## config.mk

```make
export PLATFORM = sky130hd
export DESIGN_NAME = unif_buf_writer_0
export DESIGN_NICKNAME = d
export VERILOG_FILES = /design/src/rtl/unif_buf_writer_0.sv
export SDC_FILE = /design/constraint.sdc
export NUM_CORES = 1
export LEC_CHECK = 0
export BUFFER_PORTS_ARGS = -buffer_cell sky130_fd_sc_hd__buf_2
export CAP_MARGIN = 25
export CORE_UTILIZATION = 50
export DETAILED_ROUTE_END_ITERATION = 7
export PLACE_DENSITY = 0.71
export REMOVE_ABC_BUFFERS = 1
export SLEW_MARGIN = 25
export SYNTH_ARGS = -nofsm -noshare
export SYNTH_HDL_FRONTEND = slang
export SYNTH_SLANG_ARGS = --single-unit
```

## constraint.sdc

```tcl
create_clock -name clk -period 2.9 [get_ports clk]
set_input_delay 0.435 -clock clk [delete_from_list [all_inputs] [get_ports clk]]
set_output_delay 0.435 -clock clk [all_outputs]
set_load 0.02 [all_outputs]
```

## src/rtl/unif_buf_writer_0.sv

```systemverilog
// Write side of the layer-0 unified buffer: packs a raster stream of int8 pixels,
// sixteen per 128-bit word, and issues masked word writes to the buffer RAM.
module unif_buf_writer_0 #(
    parameter int IMG_W     = 32,
    parameter int IMG_H     = 32,
    parameter int ADDR_W    = 16,
    parameter int BASE_ADDR = 0
) (
    input  logic              clk,
    input  logic              reset,
    input  logic              start_write,
    input  logic              in_valid,
    output logic              in_ready,
    input  logic [7:0]        in_data,
    output logic              ram_we,
    input  logic              ram_wready,
    output logic [ADDR_W-1:0] ram_addr,
    output logic [31:0]       ram_din0,
    output logic [31:0]       ram_din1,
    output logic [31:0]       ram_din2,
    output logic [31:0]       ram_din3,
    output logic [15:0]       ram_wmask,
    output logic              busy,
    output logic              write_done
);

    localparam int NPIX  = IMG_W * IMG_H;
    localparam int CNT_W = $clog2(NPIX) + 1;
    localparam logic [CNT_W-1:0] LAST_IDX = CNT_W'(NPIX - 1);
    localparam logic [CNT_W-1:0] ONE_IDX  = CNT_W'(1);

    typedef enum logic [1:0] {
        IDLE  = 2'd0,
        PACK  = 2'd1,
        DRAIN = 2'd2,
        DONE  = 2'd3
    } state_t;

    state_t             state_r;
    logic [CNT_W-1:0]   pix_idx_r;
    logic [127:0]       pack_data_r;
    logic [15:0]        pack_mask_r;
    logic [127:0]       wr_data_r;

    logic [3:0]         off_s;
    logic [3:0]         lane_s;
    logic               last_pix_s;
    logic               completing_s;
    logic               accept_s;
    logic               free_s;
    logic [127:0]       pack_data_nxt_s;
    logic [15:0]        pack_mask_nxt_s;

    function automatic logic [127:0] insert_lane(input logic [127:0] word,
                                                 input logic [3:0]   lane,
                                                 input logic [7:0]   pix);
        logic [127:0] res;
        res = word;
        res[{lane, 3'b000} +: 8] = pix;
        return res;
    endfunction

    // Pixel 0 of each word sits in the most significant lane.
    assign off_s        = pix_idx_r[3:0];
    assign lane_s       = 4'd15 - off_s;
    assign last_pix_s   = (pix_idx_r == LAST_IDX);
    assign completing_s = (off_s == 4'd15) || last_pix_s;
    assign free_s       = ram_we && ram_wready;
    assign accept_s     = in_valid && in_ready;

    assign ram_din0 = wr_data_r[127:96];
    assign ram_din1 = wr_data_r[95:64];
    assign ram_din2 = wr_data_r[63:32];
    assign ram_din3 = wr_data_r[31:0];

    // Backpressure only when a completing beat would overwrite a still-pending write
    always_comb begin
        if (state_r == PACK) begin
            in_ready = !(completing_s && ram_we && !ram_wready);
        end else begin
            in_ready = 1'b0;
        end
    end

    // Merge the current beat into the pack word and mask
    always_comb begin
        pack_data_nxt_s = insert_lane(pack_data_r, lane_s, in_data);
        pack_mask_nxt_s = pack_mask_r | (16'd1 << lane_s);
    end

    // Control FSM, pack register and single-entry write register
    always_ff @(posedge clk or negedge reset) begin
        if (!reset) begin
            state_r     <= IDLE;
            pix_idx_r   <= '0;
            pack_data_r <= '0;
            pack_mask_r <= 16'h0000;
            wr_data_r   <= '0;
            ram_we      <= 1'b0;
            ram_addr    <= '0;
            ram_wmask   <= 16'h0000;
            busy        <= 1'b0;
            write_done  <= 1'b0;
        end else begin
            if (free_s) begin
                ram_we <= 1'b0;
            end
            case (state_r)
                IDLE, DONE: begin
                    if (start_write) begin
                        state_r     <= PACK;
                        pix_idx_r   <= '0;
                        pack_data_r <= '0;
                        pack_mask_r <= 16'h0000;
                        busy        <= 1'b1;
                        write_done  <= 1'b0;
                    end
                end
                PACK: begin
                    if (accept_s) begin
                        pix_idx_r <= pix_idx_r + ONE_IDX;
                        if (completing_s) begin
                            wr_data_r   <= pack_data_nxt_s;
                            ram_wmask   <= pack_mask_nxt_s;
                            ram_addr    <= ADDR_W'(BASE_ADDR) + ADDR_W'(pix_idx_r[CNT_W-1:4]);
                            ram_we      <= 1'b1;
                            pack_data_r <= '0;
                            pack_mask_r <= 16'h0000;
                        end else begin
                            pack_data_r <= pack_data_nxt_s;
                            pack_mask_r <= pack_mask_nxt_s;
                        end
                        if (last_pix_s) begin
                            state_r <= DRAIN;
                        end
                    end
                end
                DRAIN: begin
                    if (!ram_we || free_s) begin
                        state_r    <= DONE;
                        busy       <= 1'b0;
                        write_done <= 1'b1;
                    end
                end
                default: begin
                    state_r    <= IDLE;
                    busy       <= 1'b0;
                    write_done <= 1'b0;
                end
            endcase
        end
    end

endmodule

```

==> flow_summary.yaml <==
logic_synthesis:
  synth_cell_types: 47
  avgSynthCellArea_um2: 10.4
  async_flop_share_pct: 100
  yosys_register_bits: 311
  ys.flop_type: "dfrtp_1"
  yosys.area.top_type_share_pct: 62.8
  synth_area_um2: 12400
  synthTopCellsByArea: "dfrtp_1, nand2_1, o2bb2ai_1"
  ys_seq_area_share_pct: 62.8
  yosysTopAreaCell: "dfrtp_1"
  synth.most_common_cell: "nand2_1"
  yosysWarningCount: 0
  synth.top_cells.by_count: "nand2_1, dfrtp_1, o2bb2ai_1, a22o_1, clkbuf_1"
  postSynthCellCount: 1187
  synth-edff-count: 0
power_and_ir_drop:
  switching_share_pct: 30.9
  power_mw: 11.1
  seq_power_share_pct: 41.0
  p_clk_share_pct: 39.6
  p_per_area_nw_per_um2: 749
  vdd_ir_drop_max_v: 0.000660
  comb_power_share_pct: 19.4
  internal_power_mw: 7.64
  power.switching_mw: 3.41
  p_leak_nw: 7.96
floorplan:
  die_h_um: 159
  die_area_um2: 25400
  core_area_um2: 24300
  io_pins: 177
  die_w_um: 159
  initial_core_util_pct: 50.9
  rows: 57
clock_tree:
  cts_htree_levels: 1
  clk_latency_ps: 550
  cts.sinks: 311
  cts_tree: "done"
  cts_buffers: 31
  clkSlewWorstSetupHoldPaths_ps: 60
  clock-root-buffer: "clkbuf_16"
  clockBufferDepth: 3
  cts_setup_buffers: 0
  hold_buffers: 1
  cts_resized: 0
detailed_routing:
  routed_via_density: 5.43
  dr_wl_met3_mm: 1.63
  num_vias: 9227
  wl_per_cell_um: 17.8
  first_pass_iters: 5
  wl_met1_mm: 14.0
  wl_mm: 30.3
  drc: 0
  final_antenna_net_count: 0
  highest_layer: "met4"
  dr_wl_met2_mm: 14.1
  drtIter0Drc: 833
timing:
  rsz0062_at_grt: "false"
  finalClockSkew_ps: 8.96
  tightestPinTransition_ps: 691
  hold_viol: 0
  slew_headroom_pct: 53.6
  min_period_over_period_pct: 91.9
  setup_viol: 0
  period_needed_ps: 2660
  clock.fmax_mhz: 375
  slew_viol_final: 0
  worst_hold_slack_ps: 299
job:
  max_cap_violations: 0
grt:
  grt_pass1_vias: 9075
  grt_use_total_pct: 24.2
  overflow: 0
  antenna_found_initial: 0
  grt_max_degree: 110
  grt_first_pass_wirelength_mm: 49.4
setup_path:
  crit_path_cell_trace: "inv_1, ha_1, nor2b_1, or3_1, buf_4, o21ai_1, a22o_1"
  crit_path_end_kind: "flip-flop"
  criticalPathCategory: "flip-flop to flip-flop"
  slowest_delay_ps: 540
  critPathLaunchType: "flip-flop"
  crit_slowest_cell: "o21ai_1"
  path_max_fanout: 8
  crit_arrival_ps: 3140
  crit_required_ps: 3380
finish:
  n_antenna_cell: 0
  final_nets: 1373
  area_delta_synth_final_pct: 19.1
  nFillCells: 2041
  drive_gt1_share_pct: 19.7
outcome:
  status: "finished, final reports clean"
placed_design:
  dp_hpwl_mm: 19.7
  port_buffers: 167
  gp_congestion: 0.817
hold_path:
  hp-class: "primary input to flip-flop"
## flip-flops by register name, indices dropped and copies added, names as in the netlist
register and count:
ram_addr 7, pack_data_r 128, busy 1, wr_data_r 128, write_done 1, pack_mask_r 16
state_r 2, ram_wmask 16, pix_idx_r 11, ram_we 1
## layout by cell type, fill, tap and decap left out, types with 2 or more instances in the layout
cell type	count
and2_1	11
nor2_1	32
clkinv_4	2
clkbuf_16	31
clkinv_2	9
mux2i_1	17
and3_1	4
buf_4	24
or3_1	2
nor3b_1	2
nor2b_1	5
xor2_1	4
a32o_1	10
nand2_1	434
o21ai_2	4
a21oi_1	29
a22o_1	59
clkbuf_8	4
nand2b_1	2
nand3_1	25
o21ai_1	4
nor3_1	4
o2bb2ai_1	60
inv_1	10
o21ai_0	47
nand4_1	2
nor3_2	6
bufinv_16	7
ha_1	9
buf_12	5
nor2_8	2
conb_1	9
buf_2	166
dfrtp_1	311
clkinvlp_4	4
## power groups by stage
stage	registers, mW	clock network (mW)	logic, mW
after floorplan	4.61	0	1.25
after global placement	4.60	0	2.05
after detailed placement	4.60	0	2.11
after CTS	4.53	4.43	2.13
after global routing	4.54	4.62	2.35
final	4.53	4.38	2.14
## final cells by class
class                   instances  area [µm²]  area share, %
clock buffers                  35         831           5.63
clock inverters                22         303           2.05
inverters                      10        37.5          0.254
multi-input cells             800        4260           28.9
flip-flops and latches        311        7780           52.7
well taps                     324         405           2.75
repair buffers                197        1140           7.70
## worst max-delay path, delay by kind of cell (launching register included)
family                   cells  cell delay, ps
buffers and inverters        2             330
adder cells (fa/ha/maj)      1             370
flip-flops                   1             390
AND/OR/NAND/NOR              2             710
AO/OA/AOI/OAI                2             790
## per-stage QoR
step | cells | setup TNS, ps | worst slack [ps] | utilization, % | cell area (µm²)
6_report | 1699 | 0 | 236 | 60.7 | 14800
5_1_grt | 1699 | 0 | 65.8 | 60.7 | 14800
4_1_cts | 1699 | 0 | 250 | 60.7 | 14800
3_5_place_dp | 1641 | 0 | 278 | 56.0 | 13600
3_3_place_gp | 1641 | 0 | 416 | 56.0 | 13600
2_1_floorplan | 1121 | -674450 | -5300 | - | 12100
## per-layer routing
| layer | global-route usage, % | vias to the layer above |
|---|---|---|
| met5 | 0 | - |
| met4 | 5.38 | 0 |
| met3 | 3.57 | 34 |
| met2 | 37.6 | 271 |
| met1 | 36.2 | 4602 |
| li1 | - | 4320 |
## final timing paths
| path | from | endpoint | slack, ps | cells past startpoint |
|---|---|---|---|---|
| setup / recovery | state_r[0] | pack_data_r[39] | 240 | 7 |
| min in group asynchronous | reset | wr_data_r[75] | 430 | 2 |
| max in group asynchronous | reset | wr_data_r[126] | 1590 | 3 |
| setup reg to reg | state_r[0] | pack_data_r[39] | 240 | 7 |
| hold / removal | start_write | write_done | 300 | 4 |
| hold reg to reg | wr_data_r[110] | wr_data_r[110] | 460 | 2 |
## cell families after synthesis
| logic type | after synthesis | synth area share, % |
|---|---|---|
| AND/OR/NAND/NOR | 538 | 18.0 |
| XOR/XNOR | 4 | 0.283 |
| multiplexers | 17 | 1.37 |
| buffers and inverters | 84 | 3.09 |
| other | 1 | 0.0303 |
| flip-flops | 311 | 62.8 |
| adder cells (fa/ha/maj) | 9 | 0.909 |
| AO/OA/AOI/OAI | 223 | 13.5 |
Note: power is estimated with default switching activity, not from simulation.
